$ cat src/rtl/blink_seq_pkg.sv
`default_nettype none
// ============================================================================
//  Module      : blink_seq_pkg
//  Description : Shared types and helpers for the LED blink sequencer:
//                FSM state encoding, pattern table entry layout and the
//                table index width helper.
//  Revision    : 1.0 - initial release
// ============================================================================
package blink_seq_pkg;

    // Default duration field width; the entry layout below is built on it,
    // so the top-level DUR_W must stay equal to this value.
    localparam int c_dur_w = 8;

    typedef enum logic [1:0] {
        IDLE  = 2'd0,
        FETCH = 2'd1,
        COUNT = 2'd2
    } state_t;

    typedef struct packed {
        logic               led;
        logic [c_dur_w-1:0] dur;
        logic               last;
    } entry_t;

    // Width of a table index for a table of n entries.
    function automatic int idx_width(input int n);
        return (n > 1) ? $clog2(n) : 1;
    endfunction

endpackage : blink_seq_pkg
`default_nettype wire

$ cat src/rtl/blink_prescaler.sv
`default_nettype none
// ============================================================================
//  Module      : blink_prescaler
//  Description : Free-running 0..PRESCALE-1 counter with synchronous clear
//                and enable; emits a one-cycle tick on the terminal count.
//  Revision    : 1.0 - initial release
// ============================================================================
module blink_prescaler #(
    parameter int PRESCALE = 1000
) (
    input  logic clk,
    input  logic rst,
    input  logic i_clr,
    input  logic i_en,
    output logic o_tick
);

    localparam int c_cnt_w = (PRESCALE > 1) ? $clog2(PRESCALE) : 1;
    localparam logic [c_cnt_w-1:0] c_last = c_cnt_w'(PRESCALE - 1);

    logic [c_cnt_w-1:0] r_cnt;

    // Count while enabled, wrapping at the terminal value; clear has priority.
    always_ff @(posedge clk) begin
        if (rst || i_clr) begin
            r_cnt <= '0;
        end else if (i_en) begin
            if (r_cnt == c_last) begin
                r_cnt <= '0;
            end else begin
                r_cnt <= r_cnt + 1'b1;
            end
        end
    end

    assign o_tick = i_en && (r_cnt == c_last);

endmodule : blink_prescaler
`default_nettype wire

$ cat src/rtl/blink_sequencer.sv
`default_nettype none
// ============================================================================
//  Module      : blink_sequencer
//  Description : Plays a programmable LED on/off pattern from a small flop
//                table, once or looping, with busy/done status.
//  Revision    : 1.0 - initial release
// ============================================================================
module blink_sequencer
    import blink_seq_pkg::*;
#(
    parameter int STEPS    = 8,
    parameter int DUR_W    = c_dur_w,
    parameter int PRESCALE = 1000
) (
    input  logic                          system1000,
    input  logic                          system1000_rst,
    input  logic                          cfg_we,
    input  logic [idx_width(STEPS)-1:0]   cfg_addr,
    input  logic                          cfg_led,
    input  logic [DUR_W-1:0]              cfg_dur,
    input  logic                          cfg_last,
    input  logic                          start,
    input  logic                          stop,
    input  logic                          loop,
    output logic                          busy,
    output logic                          done,
    output logic                          led_o,
    output logic [idx_width(STEPS)-1:0]   step_o
);

    localparam int c_idx_w = idx_width(STEPS);
    localparam logic [c_idx_w-1:0] c_last_step = c_idx_w'(STEPS - 1);

    entry_t             r_table [STEPS];
    state_t             r_state;
    logic [c_idx_w-1:0] r_step;
    logic [DUR_W-1:0]   r_remaining;
    logic               r_loop;
    logic               r_last;
    logic               r_busy;
    logic               r_done;
    logic               r_led;

    logic               w_tick;
    logic [DUR_W-1:0]   w_dur;
    logic [DUR_W-1:0]   w_dur_eff;

    // A zero duration would otherwise underflow the remaining counter.
    assign w_dur     = r_table[r_step].dur;
    assign w_dur_eff = (w_dur == '0) ? DUR_W'(1) : w_dur;

    // Prescaler only runs while an entry is being timed; FETCH restarts it.
    blink_prescaler #(
        .PRESCALE (PRESCALE)
    ) u_prescaler (
        .clk    (system1000),
        .rst    (system1000_rst),
        .i_clr  (r_state != COUNT),
        .i_en   (r_state == COUNT),
        .o_tick (w_tick)
    );

    // Pattern table: writable only while idle, contents survive reset.
    always_ff @(posedge system1000) begin
        if (cfg_we && !r_busy) begin
            r_table[cfg_addr] <= '{led: cfg_led, dur: cfg_dur, last: cfg_last};
        end
    end

    // Playback FSM with registered outputs; stop overrides every transition.
    always_ff @(posedge system1000) begin
        if (system1000_rst) begin
            r_state     <= IDLE;
            r_step      <= '0;
            r_remaining <= '0;
            r_loop      <= 1'b0;
            r_last      <= 1'b0;
            r_busy      <= 1'b0;
            r_done      <= 1'b0;
            r_led       <= 1'b0;
        end else begin
            r_done <= 1'b0;
            if (stop) begin
                r_state <= IDLE;
                r_led   <= 1'b0;
                r_busy  <= 1'b0;
                r_step  <= '0;
            end else begin
                case (r_state)
                    IDLE: begin
                        if (start) begin
                            r_state <= FETCH;
                            r_step  <= '0;
                            r_busy  <= 1'b1;
                            r_loop  <= loop;
                        end
                    end
                    FETCH: begin
                        r_led       <= r_table[r_step].led;
                        r_remaining <= w_dur_eff;
                        r_last      <= r_table[r_step].last;
                        r_state     <= COUNT;
                    end
                    COUNT: begin
                        if (w_tick) begin
                            r_remaining <= r_remaining - 1'b1;
                            if (r_remaining == DUR_W'(1)) begin
                                if (r_last || (r_step == c_last_step)) begin
                                    if (r_loop) begin
                                        r_state <= FETCH;
                                        r_step  <= '0;
                                    end else begin
                                        r_state <= IDLE;
                                        r_led   <= 1'b0;
                                        r_busy  <= 1'b0;
                                        r_done  <= 1'b1;
                                    end
                                end else begin
                                    r_state <= FETCH;
                                    r_step  <= r_step + 1'b1;
                                end
                            end
                        end
                    end
                    default: begin
                        r_state <= IDLE;
                    end
                endcase
            end
        end
    end

    assign busy   = r_busy;
    assign done   = r_done;
    assign led_o  = r_led;
    assign step_o = r_step;

endmodule : blink_sequencer
`default_nettype wire

$ cat config.mk
export PLATFORM = sky130hd
export DESIGN_NAME = blink_sequencer
export DESIGN_NICKNAME = d
export VERILOG_FILES = /design/src/rtl/blink_seq_pkg.sv /design/src/rtl/blink_prescaler.sv /design/src/rtl/blink_sequencer.sv
export SDC_FILE = /design/constraint.sdc
export NUM_CORES = 1
export LEC_CHECK = 0
export CORE_MARGIN = 2
export CORE_UTILIZATION = 30
export CTS_CLUSTER_DIAMETER = 40
export DETAILED_ROUTE_END_ITERATION = 6
export PLACE_DENSITY_LB_ADDON = 0.3
export SKIP_LAST_GASP = 1
export SLEW_MARGIN = 25
export SYNTH_ARGS = -nofsm -noshare
export SYNTH_HDL_FRONTEND = slang
export SYNTH_SLANG_ARGS = --single-unit
$ cat constraint.sdc
create_clock -name system1000 -period 2.22 [get_ports system1000]
set_input_delay 0.333 -clock system1000 [delete_from_list [all_inputs] [get_ports system1000]]
set_output_delay 0.333 -clock system1000 [all_outputs]
set_load 0.02 [all_outputs]
-- Word-level counts from Yosys, hierarchy flattened
Memory sizes are Yosys's and may differ from the RTL's. A register that Yosys moved wholly into a read port is not among the register bits.
Cells that the tools add are included.
- equal/unequal tests: 12
- bitwise logic cells: 5
- reduce and logical (&&, ||, !) cells: 18
- add/sub/neg operators: 3
- mux-type cells: 28
- operators by type and width (kind ; number):
    3-bit 2-to-1 mux ; 7
    8-bit 2-to-1 mux ; 2
    8-bit case mux with 2 select lines ; 1
    2-bit inequality test (second input constant) ; 6
    10-bit by 1-bit adder with 10-bit output (second input constant) ; 1
    10-bit == test (second input constant) ; 1
    10-bit 2-to-1 mux ; 1
    5-bit AND reduction ; 2
    1-bit 2-to-1 mux ; 9
    3-bit AND reduction ; 3
    8-bit by 1-bit == test with 1-bit output (second input constant) ; 1
    8-bit zero test ; 1
    2-bit 2-to-1 mux ; 4
    8-bit by 1-bit subtractor with 8-bit output (second input constant) ; 1
    2-bit case mux with 3 select lines ; 1
    3-bit case mux with 2 select lines ; 1
    6-bit AND reduction ; 1
    6-bit OR reduction ; 1
    1-bit inverter ; 5
    1-bit case mux with 2 select lines ; 2
    2-bit nonzero test ; 2
    3-bit by 1-bit adder with 3-bit output (second input constant) ; 1
    3-bit == test (second input constant) ; 1
    3-bit inequality test (second input constant) ; 1
    8 further kinds ; 10
- bits in registers: 28
- output and inout bits: 6
- input port bits: 19
- RAM bits: 80
- memories: 1
- word-level logic and storage cells: 76
- memory list (memory ; words ; bits a word ; rd ports ; clocked after Yosys merged registers in ; write ports ; RTL line ; text):
    r_table ; 8 ; 10 ; 1 ; 1 ; 1 ; blink_sequencer.sv:34 ; entry_t r_table [STEPS];

-- Logic depth before layout (Yosys ltp)
Gate-level depths: netlist of run 1.
- word-level depth: 8
- depth in mapped cells: 7
- mapped depth without buffers: 7

-- By module
A second synthesis of run 1 with hierarchy kept.
- cells, all modules: 325
- area total of the unflattened synthesis: 4719.5 um^2
- by module, submodules not included (module ; area an instance (um^2) ; cells each ; sequential area each (um^2) ; instances):
    blink_sequencer ; 4230.3 ; 267 ; 2822.7 ; 1
    blink_prescaler ; 489.2 ; 58 ; 200.2 ; 1

-- Worst setup path before layout of run 1
Ideal clock, no wire load.
- kind: reg2reg
- start: reg r_busy (netlist: busy)
- end: mem r_table[0][0] (netlist bit), enable pin
- cell stages (with the launch flop): 2
- clock period less this slack: 1940 ps
- required time: 1816 ps
- setup slack: 280 ps
- data arrival time: 1536 ps
- path through: dfxtp_1 nor4_1
- word-level cells in the longest chain between the ends: 4
- RTL lines (element ; RTL line ; text):
    start: declaration ; blink_sequencer.sv:40 ; logic r_busy;
    start signal: assignment ; blink_sequencer.sv:78 ; r_busy <= 1'b0;
    start signal: assignment ; blink_sequencer.sv:86 ; r_busy <= 1'b0;
    start signal: assignment ; blink_sequencer.sv:94 ; r_busy <= 1'b1;
    1-bit zero test ; blink_sequencer.sv:65 ; if (cfg_we && !r_busy) begin
    1-bit logical AND ; blink_sequencer.sv:65 ;
    1-bit 2-to-1 mux ; blink_sequencer.sv:65 ;
    1-bit 2-to-1 mux (implied by the code) ; blink_sequencer.sv:66 ; r_table[cfg_addr] <= '{led: cfg_led, dur: cfg_dur, last: cfg_last};
    end: declaration ; blink_sequencer.sv:34 ;
No other way between the ends.

==> results.md, run 1 <==
- Result of the run: finished, final reports clean
- Clock sink count: 111
- Tightest Hold Check Type: reg2reg
- CORE AREA: 0.0158 mm²
- Crit path max-delay family: multiplexers
- Tot GR Track Use: 12.3%
- Leakage power: 0.00188 µW
- Gpl congestion: 0.776
- Final worst slack: 0.261 ns
- Max IR drop VDD: 0.000418 V
- Hold WS: 0.451 ns
- MaxCap Viol Count: 0
- Post-Syn Instances: 341
- Crit-path max FO: 29
- Initial antenna violation count: 0
- Switching Fraction: 21.8%
- Max-slew violations: 0
- Final HPWL DP: 6.89 mm
- Worst rel slew slack: 70.1%
- # hold bufs at CTS: 0
- Total CTS buffers: 9
- Multi-input logic area: 0.00173 mm²
- Setup Fix Bufs, Post-CTS: 0
- Wire per inst: 16.3 µm
- ANT cells: 0
- Most used DFF post-synth: edfxtp_1
- Reg power frac: 54.8%
- Most frequent cells in the layout: edfxtp_1 (80), nor2_1 (36), dfxtp_1 (31), clkdlybuf4s50_1 (24), buf_4 (19)
- Die width: 131 µm
- Pin count of the biggest net entering global routing: 30
- CTS clk-pin slew, worst paths: 0.07 ns
- Final hold violations: 0
- Die ar.: 0.0172 mm²
- Grt ovf: 0
- Critical-path top delay cell: mux4_1
- Post-CTS sizing: 0
- Crit start category: flip-flop
- Port bufs: 24
- Critical Path Sink Type: flip-flop
- Worst-case clock buffer depth: 2
- Io pins: 25
- Via count: 2956
- Post-route minimum period: 1.96 ns
- Sequential area share after synthesis: 62.5%
- Int Pwr: 3260 µW
- DRT iter0 DRCs: 209
- Synth Warn #: 0
- Commonest non-fill, non-tap cell in the layout: edfxtp_1
- TritonRoute pass-1 iters: 4
- Nets: 414
- Site Rows: 46
- Ys async rst share: 0%
- Area Overhead vs Synth: 19.6%
- CTS tree: done
- Flops & latches, synth: 111
- Post-synth top area cell: edfxtp_1
- H-tree Lvls: 3
- Worst EP required: 2.51 ns
- Syn Area/Cell: 14.2 µm²
- Final setup viols: 0
- Switching pwr: 908 µW
- Final Util: 36.6%
- Netlist cell types: 48
- DRT antenna net count: 0
- DP Worst Slack: 0.272 ns
- Cell breakdown of the critical path: buf_12, mux4_1, mux2_2, nor2_2, nand4b_1, a21oi_1
- Clk Latency, worst-skew pair: 0.36 ns
- Hold path startpoint: u_prescaler.r_cnt[0]$_SDFFE_PP0P_
- Clock Tree Root: clkbuf_16
- Post-Syn Nets: 370
- DRT Wirelength: 9.86 mm
- Worst-margin pin slew: 0.442 ns
- Cell Count, Final, Fillers Out: 606
- RSZ-0062 raised after global routing: false
- Initial Util: 30.6%
- Synthesized area: 0.00484 mm²
- DRC Markers: 0
- Sequential cell area: 0.00302 mm²
- Global-route wire length before repair: 15.6 mm
- Fill cells: 1513
- Vias in the first global route: 2930
- Fmax: 510 MHz
- Top cell type's share of synthesized area: 49.7%
- Critical path class: reg2reg
- CP bufs+invs: 1
- Clock share of power: 39.7%
- Setup Skew: 0.00553 ns
- Top cells by area, synth: edfxtp_1 (50%), dfxtp_1 (13%), mux4_2 (7.5%)
- Worst stage delay on the critical path: 0.58 ns
- Gate power share: 5.5%
- Dpl cells: 590
- Tcrit/Tclk final: 88.2%
- TNS Setup: 0 ns
- Post-DR vias/cell: 4.88
- CP arrival: 2.25 ns
- Die Y: 131 µm
- EDFF count, synth: 80
- Cell Pwr Density: 720 mW/mm²
- Layout cell share with drive strength beyond 1: 18.2%
## through the flow
step	total power [µW]	area [µm²]
final	4170	5790
after detailed placement	2560	5480
after CTS	4220	5790
after global routing	4310	5790
after floorplan	2440	4840
after global placement	2550	5480
## cell usage after synthesis (2+ instances only)
library cell	count
nand3_1	5
mux2i_1	10
nand4_1	7
xnor2_1	6
nor4_1	4
clkbuf_1	5
inv_1	8
a21oi_1	8
o21ai_0	11
and3_1	4
mux4_1	4
nand2b_1	9
mux2_2	7
xor2_1	2
nand2_1	13
nor2b_1	3
edfxtp_1	80
or2_2	3
buf_2	3
ha_1	10
nand4b_1	2
nor4b_1	2
dfxtp_1	31
nor3_1	15
o32ai_1	2
a31oi_1	2
a21o_1	2
mux4_2	16
buf_4	3
nor2_1	36
o22ai_1	4
a211oi_1	8
## area by class of cell
type                       count  share of cell area (%)
sequential                   111                    52.2
tap                          216                    4.67
clock buffer                   9                    3.89
clock inverter                 7                    1.38
inverter                       8                   0.519
timing repair buffer          45                    7.31
multi-input combinational    210                    30.0
## cells by family (layout without fill, tap and decap cells)
kind of cell	count (synthesis)	count (layout)	share of synthesized area, %
DFF	111	111	62.5
and+or+nand+nor	109	109	11.5
AOI/OAI and AO/OA	46	46	6.60
muxes	37	37	13.3
buffers and inverters	20	69	2.02
adders and majority gates	10	10	2.59
xor gates and xnor gates	8	8	1.45
## state kept, by name (all words and copies together) (netlist names), named ones only
name               flops
u_prescaler.r_cnt     10
done                   1
busy                   1
r_loop                 1
r_table               80
r_last                 1
r_remaining            8
r_state                2
step_o                 3
led_o                  1
## routing by layer
| layer | vias up | wire length [µm] | track usage (%) |
|---|---|---|---|
| li1 | 1412 | - | - |
| met1 | 1472 | 4560 | 16.0 |
| met2 | 59 | 4720 | 19.9 |
| met3 | 13 | 432 | 3.62 |
| met4 | 0 | 147 | 4.07 |
| met5 | - | 0 | 0 |
## final timing paths
check | endpoint | slack (ns) | depth (start not counted)
max reg2reg | r_remaining[0]$_SDFFE_PP0P_ | 0.26 | 6
min | u_prescaler.r_cnt[0]$_SDFFE_PP0P_ | 0.45 | 1
max | r_remaining[0]$_SDFFE_PP0P_ | 0.26 | 6
min reg2reg | u_prescaler.r_cnt[0]$_SDFFE_PP0P_ | 0.45 | 1
## power by group through the flow
stage                     Sequential [µW]  Clock [µW]  Combinational (µW)
final                                2280        1660                 228
after global routing                 2290        1770                 249
after CTS                            2280        1710                 230
after detailed placement             2330           0                 229
after global placement               2330           0                 225
after floorplan                      2320           0                 120
(Power assumes the default switching activity.)
==> inputs of run 2 (changes only) <==
--- a/config.mk
+++ b/config.mk
@@ -9,7 +9,8 @@
 export CORE_UTILIZATION = 30
 export CTS_CLUSTER_DIAMETER = 40
 export DETAILED_ROUTE_END_ITERATION = 6
-export PLACE_DENSITY_LB_ADDON = 0.3
+export PLACE_DENSITY_LB_ADDON = 0.05
+export REMOVE_ABC_BUFFERS = 1
 export SKIP_LAST_GASP = 1
 export SLEW_MARGIN = 25
 export SYNTH_ARGS = -nofsm -noshare
==> results.md, run 2 (synthesis results as in run 1) <==
- Setup Fix Bufs, Post-CTS: 0
- Setup Skew: 0.00865 ns
- CTS clk-pin slew, worst paths: 0.08 ns
- Max-slew violations: 0
- Final worst slack: 0.236 ns
- Post-DR vias/cell: 4.75
- Clk Latency, worst-skew pair: 0.35 ns
- Pwr Total: 4150 µW
- CP arrival: 2.27 ns
- Tcrit/Tclk final: 89.4%
- Worst-margin pin slew: 0.444 ns
- Sequential cell area: 0.00302 mm²
- Result of the run: finished, final reports clean
- Crit-path max FO: 8
- Worst rel slew slack: 70.2%
- Final setup viols: 0
- Commonest non-fill, non-tap cell in the layout: edfxtp_1
- Biggest register: r_table
- Initial Util: 30.6%
- Int Pwr: 3190 µW
- Multi-input logic area: 0.00173 mm²
- Worst EP required: 2.51 ns
- TritonRoute pass-1 iters: 4
- Nets: 419
- Final Util: 36.7%
- DRT antenna net count: 0
- Io pins: 25
- Dpl cells: 595
- Final hold violations: 0
- Crit start category: flip-flop
- Vias in the first global route: 2991
- Die Y: 131 µm
- Fin area: 0.00581 mm²
- MaxCap Viol Count: 0
- DP Worst Slack: 0.226 ns
- Wire per inst: 17.6 µm
- Die ar.: 0.0172 mm²
- Site Rows: 46
- Clock share of power: 39.4%
- Max IR drop VDD: 0.000427 V
- Area Overhead vs Synth: 20.1%
- Initial antenna violation count: 0
- Final HPWL DP: 7.60 mm
- Most frequent cells in the layout: edfxtp_1 (80), nor2_1 (36), dfxtp_1 (31), buf_4 (25), clkdlybuf4s50_1 (24)
- Cell Area, Placed: 0.00551 mm²
- CTS tree: done
- DRT Wirelength: 10.7 mm
- Pin count of the biggest net entering global routing: 23
- Switching Fraction: 23.0%
- ANT cells: 0
- Total CTS buffers: 9
- Die width: 131 µm
- Grt ovf: 0
- Cell Pwr Density: 714 mW/mm²
- RSZ-0062 raised after global routing: false
- Clock Tree Root: clkbuf_16
- Post-route minimum period: 1.98 ns
- Gate power share: 5.6%
- H-tree Lvls: 3
- Global-route wire length before repair: 17.1 mm
- Critical path class: reg2reg
- Tot GR Track Use: 13.7%
- Critical Path Sink Type: flip-flop
- Port bufs: 24
- DRT iter0 DRCs: 140
- Clock sink count: 111
- Gpl congestion: 0.751
- Worst-case clock buffer depth: 2
- Fill cells: 1495
- Reg power frac: 55.0%
- Via count: 2903
- Max FFs per register: 80
- Layout cell share with drive strength beyond 1: 19.5%
- Regs by FF count: r_table: 80 flops, u_prescaler.r_cnt: 10 flops, r_remaining: 8 flops
- Cell Count, Final, Fillers Out: 611
- CORE AREA: 0.0158 mm²
- Switching pwr: 954 µW
- Fmax: 504 MHz
- Leakage power: 0.00190 µW
- DRC Markers: 0
- Tightest Hold Check Type: reg2reg
==> run 2: what timing repair did <==
action / 4_1_cts / 5_1_grt
gates resized for setup: 0 / 1
hold buffers: 0 / 0
setup endpoints to repair: 0 / 1
==> run 2: power by group through the flow <==
| stage | Combinational, µW | Sequential (µW) | Clock, µW |
|---|---|---|---|
| final | 232 | 2280 | 1630 |
| after detailed placement | 235 | 2330 | 0 |
| after global placement | 235 | 2330 | 0 |
| after floorplan | 115 | 2320 | 0 |
| after global routing | 260 | 2290 | 1790 |
| after CTS | 236 | 2280 | 1700 |
==> run 2: per-layer routing <==
layer | up-vias | part of all wire [%] | track usage [%]
li1 | 1414 | - | -
met4 | 0 | 1.1 | 3.75
met5 | - | 0 | 0
met3 | 6 | 3.2 | 3.95
met2 | 39 | 47 | 21.5
met1 | 1444 | 49 | 18.5
==> run 2: final cells by class <==
| cell class | instances | area share (%) |
|---|---|---|
| tap | 216 | 4.65 |
| sequential | 111 | 52.0 |
| timing repair buffer | 50 | 7.71 |
| clock buffer | 10 | 4.11 |
| clock inverter | 6 | 1.12 |
| inverter | 8 | 0.517 |
| multi-input combinational | 210 | 29.9 |
==> run 2: path summary, 6_finish.rpt <==
check / startpoint / endpoint / slack, ns / depth (start not counted)
setup / recovery: flip-flop / r_remaining[0]$_SDFFE_PP0P_ / 0.24 / 6
hold / removal: u_prescaler.r_cnt[0]$_SDFFE_PP0P_ / u_prescaler.r_cnt[0]$_SDFFE_PP0P_ / 0.45 / 1
setup reg to reg: flip-flop / r_remaining[0]$_SDFFE_PP0P_ / 0.24 / 6
hold reg to reg: u_prescaler.r_cnt[0]$_SDFFE_PP0P_ / u_prescaler.r_cnt[0]$_SDFFE_PP0P_ / 0.45 / 1
==> run 2: through the flow <==
stage          hold slack, ns  TNS, ns
6_report                0.452        0
5_1_grt                 0.476        0
4_1_cts                 0.458        0
3_5_place_dp            0.447        0
3_3_place_gp            0.435        0
2_1_floorplan           0.402  -0.0996
==> run 2: critical path, stage by stage, from the launching register on <==
cell	delay, ns
dfxtp_1	0.50
buf_4	0.25
mux4_1	0.55
mux2_2	0.30
nor2_2	0.08
nand4b_1	0.10
a21oi_1	0.14
